File: src/rtl/tm_output_packer.sv
// rtl/tm_output_packer.sv - requantize, pack and write back Tm output channels per pixel
// Optional feature macro: TPROC_OUT_RELU_EN clamps negative features to zero before requantization.

module tm_output_packer_fifo #(
  parameter int WIDTH = 80,
  parameter int DEPTH = 4
) (
  input  logic             clk,
  input  logic             rst_n,
  input  logic             push,
  input  logic             pop,
  input  logic [WIDTH-1:0] wdata,
  output logic [WIDTH-1:0] rdata,
  output logic             empty,
  output logic             full
);
  localparam int AW = $clog2(DEPTH);

  logic [WIDTH-1:0] mem [DEPTH];
  logic [AW:0]      wptr;
  logic [AW:0]      rptr;

  assign empty = (wptr == rptr);
  assign full  = (wptr[AW-1:0] == rptr[AW-1:0]) && (wptr[AW] != rptr[AW]);
  // Gated so the read port shows zero whenever nothing is queued, including after reset.
  assign rdata = empty ? '0 : mem[rptr[AW-1:0]];

  always_ff @(posedge clk or negedge rst_n) begin
    if (!rst_n) begin
      wptr <= '0;
      rptr <= '0;
    end else begin
      if (push) wptr <= wptr + 1'b1;
      if (pop)  rptr <= rptr + 1'b1;
    end
  end

  always_ff @(posedge clk) begin
    if (push) mem[wptr[AW-1:0]] <= wdata;
  end
endmodule

module tm_output_packer #(
  parameter int Tm            = 8,
  parameter int FEATURE_WIDTH = 16,
  parameter int OUT_WIDTH     = 8,
  parameter int ADDR_WIDTH    = 16,
  parameter int FIFO_DEPTH    = 4
) (
  input  logic                      clk,
  input  logic                      rst_n,
  input  logic                      cfg_start,
  input  logic [ADDR_WIDTH-1:0]     cfg_base_addr,
  input  logic [15:0]               cfg_pixel_count,
  input  logic [3:0]                cfg_shift,
  input  logic                      in_valid,
  input  logic [FEATURE_WIDTH-1:0]  in_data,
  input  logic [4:0]                in_ch,
  output logic                      out_valid,
  input  logic                      out_ready,
  output logic [Tm*OUT_WIDTH-1:0]   out_data,
  output logic [ADDR_WIDTH-1:0]     out_addr,
  output logic                      busy,
  output logic                      done,
  output logic                      err_order,
  output logic                      err_overflow
);
  localparam int CW = $clog2(Tm);
  localparam int DW = Tm * OUT_WIDTH;
  localparam int WW = DW + ADDR_WIDTH;
  localparam int XW = FEATURE_WIDTH + 1;
  localparam logic signed [XW-1:0] SAT_HI = XW'((2 ** (OUT_WIDTH - 1)) - 1);
  localparam logic signed [XW-1:0] SAT_LO = ~SAT_HI;

  typedef enum logic [1:0] {IDLE, COLLECT, DRAIN, DONE} state_t;

  state_t                 state;
  logic [ADDR_WIDTH-1:0]  base_addr;
  logic [ADDR_WIDTH-1:0]  pend_addr;
  logic [15:0]            pixel_count;
  logic [15:0]            pixel_idx;
  logic [3:0]             shift;
  logic [CW-1:0]          exp_ch;
  logic [DW-1:0]          pack;
  logic                   pend;

  logic signed [XW-1:0]   x_ext;
  logic [XW-1:0]          half;
  logic signed [XW-1:0]   sum;
  logic signed [XW-1:0]   rounded;
  logic [OUT_WIDTH-1:0]   lane_q;

  logic                   ch_ok;
  logic                   last_ch;
  logic                   fifo_push;
  logic                   fifo_pop;
  logic                   fifo_empty;
  logic                   fifo_full;
  logic [WW-1:0]          fifo_rdata;

  // With shift=0 the rounding constant collapses to zero, so one path covers both cases.
  always_comb begin
    x_ext = {in_data[FEATURE_WIDTH-1], in_data};
`ifdef TPROC_OUT_RELU_EN
    if (in_data[FEATURE_WIDTH-1]) x_ext = '0;
`endif
    half    = (XW'(1) << shift) >> 1;
    sum     = x_ext + $signed(half);
    rounded = sum >>> shift;
    if (rounded > SAT_HI)      lane_q = SAT_HI[OUT_WIDTH-1:0];
    else if (rounded < SAT_LO) lane_q = SAT_LO[OUT_WIDTH-1:0];
    else                       lane_q = rounded[OUT_WIDTH-1:0];
  end

  assign ch_ok     = (in_ch == 5'(exp_ch));
  assign last_ch   = (exp_ch == CW'(Tm - 1));
  assign fifo_pop  = !fifo_empty && out_ready;
  assign fifo_push = pend && (!fifo_full || fifo_pop);
  assign out_valid = !fifo_empty;
  assign out_data  = fifo_rdata[WW-1 -: DW];
  assign out_addr  = fifo_rdata[ADDR_WIDTH-1:0];

  tm_output_packer_fifo #(.WIDTH(WW), .DEPTH(FIFO_DEPTH)) u_fifo (
    .clk   (clk),
    .rst_n (rst_n),
    .push  (fifo_push),
    .pop   (fifo_pop),
    .wdata ({pack, pend_addr}),
    .rdata (fifo_rdata),
    .empty (fifo_empty),
    .full  (fifo_full)
  );

  always_ff @(posedge clk or negedge rst_n) begin
    if (!rst_n) begin
      state        <= IDLE;
      base_addr    <= '0;
      pend_addr    <= '0;
      pixel_count  <= '0;
      pixel_idx    <= '0;
      shift        <= '0;
      exp_ch       <= '0;
      pack         <= '0;
      pend         <= 1'b0;
      busy         <= 1'b0;
      done         <= 1'b0;
      err_order    <= 1'b0;
      err_overflow <= 1'b0;
    end else begin
      // A completed pixel is pushed one edge after its last channel lands in the pack register.
      if (pend) begin
        pend <= 1'b0;
        if (fifo_full && !fifo_pop) err_overflow <= 1'b1;
      end
      case (state)
        IDLE: begin
          if (cfg_start) begin
            base_addr    <= cfg_base_addr;
            pixel_count  <= cfg_pixel_count;
            shift        <= cfg_shift;
            exp_ch       <= '0;
            pixel_idx    <= '0;
            err_order    <= 1'b0;
            err_overflow <= 1'b0;
            busy         <= 1'b1;
            // An empty tile passes through the drain check so done still follows one edge later.
            state        <= (cfg_pixel_count == 16'd0) ? DRAIN : COLLECT;
          end
        end
        COLLECT: begin
          if (in_valid) begin
            if (!ch_ok) begin
              err_order <= 1'b1;
            end else begin
              pack[int'(exp_ch)*OUT_WIDTH +: OUT_WIDTH] <= lane_q;
              exp_ch <= last_ch ? '0 : exp_ch + 1'b1;
              if (last_ch) begin
                pend      <= 1'b1;
                pend_addr <= base_addr + ADDR_WIDTH'(pixel_idx);
                pixel_idx <= pixel_idx + 16'd1;
                if (pixel_idx + 16'd1 == pixel_count) state <= DRAIN;
              end
            end
          end
        end
        DRAIN: begin
          if (fifo_empty && !pend) begin
            done  <= 1'b1;
            state <= DONE;
          end
        end
        DONE: begin
          done  <= 1'b0;
          busy  <= 1'b0;
          state <= IDLE;
        end
        default: state <= IDLE;
      endcase
    end
  end
endmodule

File: config.mk
export PLATFORM = sky130hd
export DESIGN_NAME = tm_output_packer
export DESIGN_NICKNAME = d
export VERILOG_FILES = /design/src/rtl/tm_output_packer.sv
export SDC_FILE = /design/constraint.sdc
export NUM_CORES = 1
export LEC_CHECK = 0
export CAP_MARGIN = 20
export CORE_UTILIZATION = 29
export CTS_CLUSTER_DIAMETER = 40
export CTS_CLUSTER_SIZE = 10
export DETAILED_ROUTE_END_ITERATION = 8
export DONT_BUFFER_PORTS = 1
export SYNTH_ARGS = -nofsm -noshare
export SYNTH_HDL_FRONTEND = slang
export SYNTH_SLANG_ARGS = --single-unit
File: constraint.sdc
create_clock -name clk -period 9.75 [get_ports clk]
set_clock_uncertainty 0.1 [all_clocks]
set_input_delay 1.95 -clock clk [delete_from_list [all_inputs] [get_ports clk]]
set_output_delay 1.95 -clock clk [all_outputs]
set_load 0.01 [all_outputs]
==> flow_summary.json <==
{
  "clockBufferDepth": 3,
  "syn_inst": 1544,
  "row_count": 99,
  "syn_area_per_cell_um2": 13.9,
  "cts_tree": "done",
  "gr-usage-met1": 0.179,
  "cellPowerDensity_nw_per_um2": 248,
  "fin_crit_ns": 5.89,
  "htreeDepth": 3,
  "grtUsageMet3": 0.0378,
  "ys_top_cells_by_area": "edfxtp_1 45%, dfrtp_1 17%, mux4_2 8.7%",
  "netlist-cell-type-count": 78,
  "p_sw_frac": 0.303,
  "synth_edf_count": 320,
  "routed_wl_mm": 52.0,
  "cts_setup_buffers": 0,
  "port_buffers": 0,
  "fin_nets": 1665,
  "p_leak_uw": 0.00891,
  "crit_fanout": 36,
  "finalHoldWorstSlack_ns": 0.391,
  "cts.sinks": 468,
  "syn_area_um2": 21500,
  "max_cap_violations": 0,
  "drive_above_1_share": 0.171,
  "p_int_uw": 4290,
  "end_kind": "flip-flop",
  "grt_max_degree": 149,
  "ant_nets": 0,
  "dp_cells": 2438,
  "cts_resized": 0,
  "place_congestion": 0.800,
  "worst_slew_pin_slew_ns": 1.06,
  "combinationalPowerShare": 0.221,
  "top_usage_layer": "met2",
  "core_area_um2": 73100,
  "vdd_drop_max_v": 0.000142,
  "drv_slew": 0,
  "grt_pass1_vias": 12613,
  "synthesis.nets": 1655,
  "grt_overflow": 0,
  "syn2layout_area_growth_pct": 15.8,
  "routedWlPerCell_um": 20.2,
  "setup_viol": 0,
  "setup_ws_ns": 3.86,
  "fin_crit_sh": 0.604,
  "status": "finished with violations",
  "crit_top_cell": "buf_4",
  "antenna_found_initial": 5,
  "met2_usage": 0.223,
  "slowest_stage": "a311oi_2",
  "pre_cts_ws_ns": 3.45,
  "drt_pass1_iterations": 7,
  "hpwlAfterDp_mm": 34.8,
  "synth_seq_cells": 468,
  "start_util": 0.294,
  "io_pins": 147,
  "finalHoldViolations": 0,
  "grt_pass1_wl_mm": 78.5,
  "grt_use_total": 0.138,
  "cts_root_buffer": "clkbuf_16",
  "final_cells": 2570,
  "cp-start-kind": "flip-flop",
  "clock_latency_ns": 0.60,
  "yosysWarnings": 0,
  "num_vias": 12876,
  "die_h_um": 274,
  "clock_power_share": 0.398,
  "finalSetupTns_ns": 0,
  "synth_top_cell_area_share": 0.448,
  "drt_iter0_drc": 1048,
  "drc": 14,
  "hp-class": "reg2reg",
  "post_drt_via_cell_ratio": 5.01,
  "seqPwrFrac": 0.381,
  "dieArea_um2": 75100,
  "fp.dieW_um": 274,
  "critPathMaxStageDelay_ns": 0.86,
  "max_freq_ghz": 0.170,
  "setup.worst_path.class": "reg2reg",
  "maxSlewHeadroom": 0.293,
  "synth.largest_area_cell": "edfxtp_1",
  "worst_ep_required_time_ns": 10.09,
  "cts_buffers": 72,
  "violations": "DRC",
  "rsz0062_at_grt": "no",
  "p_sw_uw": 1870,
  "yosysSeqAreaShare": 0.620,
  "cp_cell_sequence": "buf_4 -> inv_1 -> nand2_1 -> nor3_1 -> ha_1 -> a21oi_1 -> nand2b_1 -> o21a_4 -> or3_1 -> and2_4 -> mux4_2 -> a221oi_2 -> a31oi_1 -> buf_4 -> a311oi_2 -> o21ai_0",
  "cts.reportedPaths.clkPinSlew_ns": 0.05,
  "synth-main-ff-cell": "edfxtp_1",
  "synthArstFlopShare": 0.316,
  "cts_hold_buf": 0,
  "cp.arrival_ns": 6.22
}
## Yosys cell counts, types with 5 or more instances
library cell and n:
edfxtp_1 320, nand2_1 163, dfrtp_1 148, and2_1 85, mux4_2 83, o21ai_0 78
nor2_1 63, clkbuf_1 57, ha_1 47, mux2_2 43, a21oi_1 40, o31ai_1 39
inv_1 35, xnor2_1 35, nor3_1 26, nand3_1 24, o311ai_0 23, xor2_1 19
a21o_1 14, buf_1 12, nand4_1 12, a211oi_1 11, and3_1 11, mux2i_1 11
or2_2 10, nand2b_1 9, o211ai_1 9, o21bai_1 9, buf_2 7, a31oi_1 6
nor4_1 6, or3_1 6, a21boi_0 5
## cells in the final DEF, fill, tap and decap left out, drive strengths merged, types with 10 or more instances in the layout
cell	n
a211oi	12
a21o	14
a21oi	40
and2	86
and3	11
buf	13
clkbuf	111
clkinv	10
dfrtp	148
edfxtp	320
ha	47
inv	43
mux2	43
mux2i	11
mux4	83
nand2	163
nand3	25
nand4	12
nor2	63
nor3	27
o21ai	81
o311ai	23
o31ai	39
or2	11
xnor2	35
xor2	19
## critical path, delay by kind of cell, from the launching register on
family | cells | cell delay (ns)
AOI/OAI and AO/OA | 6 | 1.92
adders and majority gates | 1 | 0.32
buffers and inverters | 3 | 0.97
DFF | 1 | 0.35
muxes | 1 | 0.52
and+or+nand+nor | 5 | 1.53
## worst paths after layout
check	from	to	slack, ns	cells past startpoint
max	shift[1]	pack[2]	3.86	16
min	u_fifo.rptr[2]	u_fifo.rptr[2]	0.39	1
max reg2reg	shift[1]	pack[2]	3.86	16
min reg2reg	u_fifo.rptr[2]	u_fifo.rptr[2]	0.39	1
max in group asynchronous	rst_n	pack[36]	8.10	0
min in group asynchronous	rst_n	pend_addr[1]	0.98	0
## per-stage QoR
step | total power [uW] | util | instance area [um2]
2_1_floorplan | 3310 | - | 21500
3_3_place_gp | 3690 | 0.308 | 22500
3_5_place_dp | 3700 | 0.308 | 22500
4_1_cts | 6180 | 0.340 | 24800
5_1_grt | 6430 | 0.340 | 24900
6_report | 6150 | 0.340 | 24900
## cells by family after synthesis
group	after synthesis	share of synthesized area
fa+ha+maj	49	0.0293
buf+inv	115	0.0209
simple gates	438	0.101
xor+xnor	54	0.0220
compound gates	283	0.0922
mux	137	0.115
flops	468	0.620
## power by group through the flow
| stage | Sequential (uW) | Clock [uW] | Combinational [uW] |
|---|---|---|---|
| after floorplan | 2310 | 0 | 1000 |
| after global placement | 2380 | 0 | 1320 |
| after detailed placement | 2380 | 0 | 1320 |
| after CTS | 2340 | 2500 | 1330 |
| after global routing | 2360 | 2590 | 1480 |
| final | 2340 | 2450 | 1360 |
## state kept, by name (all words and copies together), names as in the netlist
| name | count |
|---|---|
| u_fifo.mem | 320 |
| pack | 64 |
| base_addr | 16 |
| pend_addr | 16 |
| pixel_count | 16 |
| pixel_idx | 16 |
| shift | 4 |
| exp_ch | 3 |
| u_fifo.rptr | 3 |
| u_fifo.wptr | 3 |
| state | 2 |
| busy | 1 |
| done | 1 |
| err_order | 1 |
| err_overflow | 1 |
| pend | 1 |
## metal layers
| metal | vias up | wire [um] | share of wire |
|---|---|---|---|
| li1 | 5930 | - | - |
| met1 | 6511 | 22300 | 0.43 |
| met2 | 346 | 25400 | 0.49 |
| met3 | 81 | 3130 | 0.060 |
| met4 | 8 | 1080 | 0.021 |
| met5 | - | 50 | 0.00096 |
## layout make-up
type | count | area (um2)
repair buffers | 13 | 118
flip-flops and latches | 468 | 13300
multi-input cells | 961 | 7740
diodes | 1 | 2.50
inverters | 38 | 143
fillers | 7053 | 48200
clock inverters | 19 | 244
clock buffers | 111 | 2090
well taps | 959 | 1200
(Power assumes the default switching activity.)
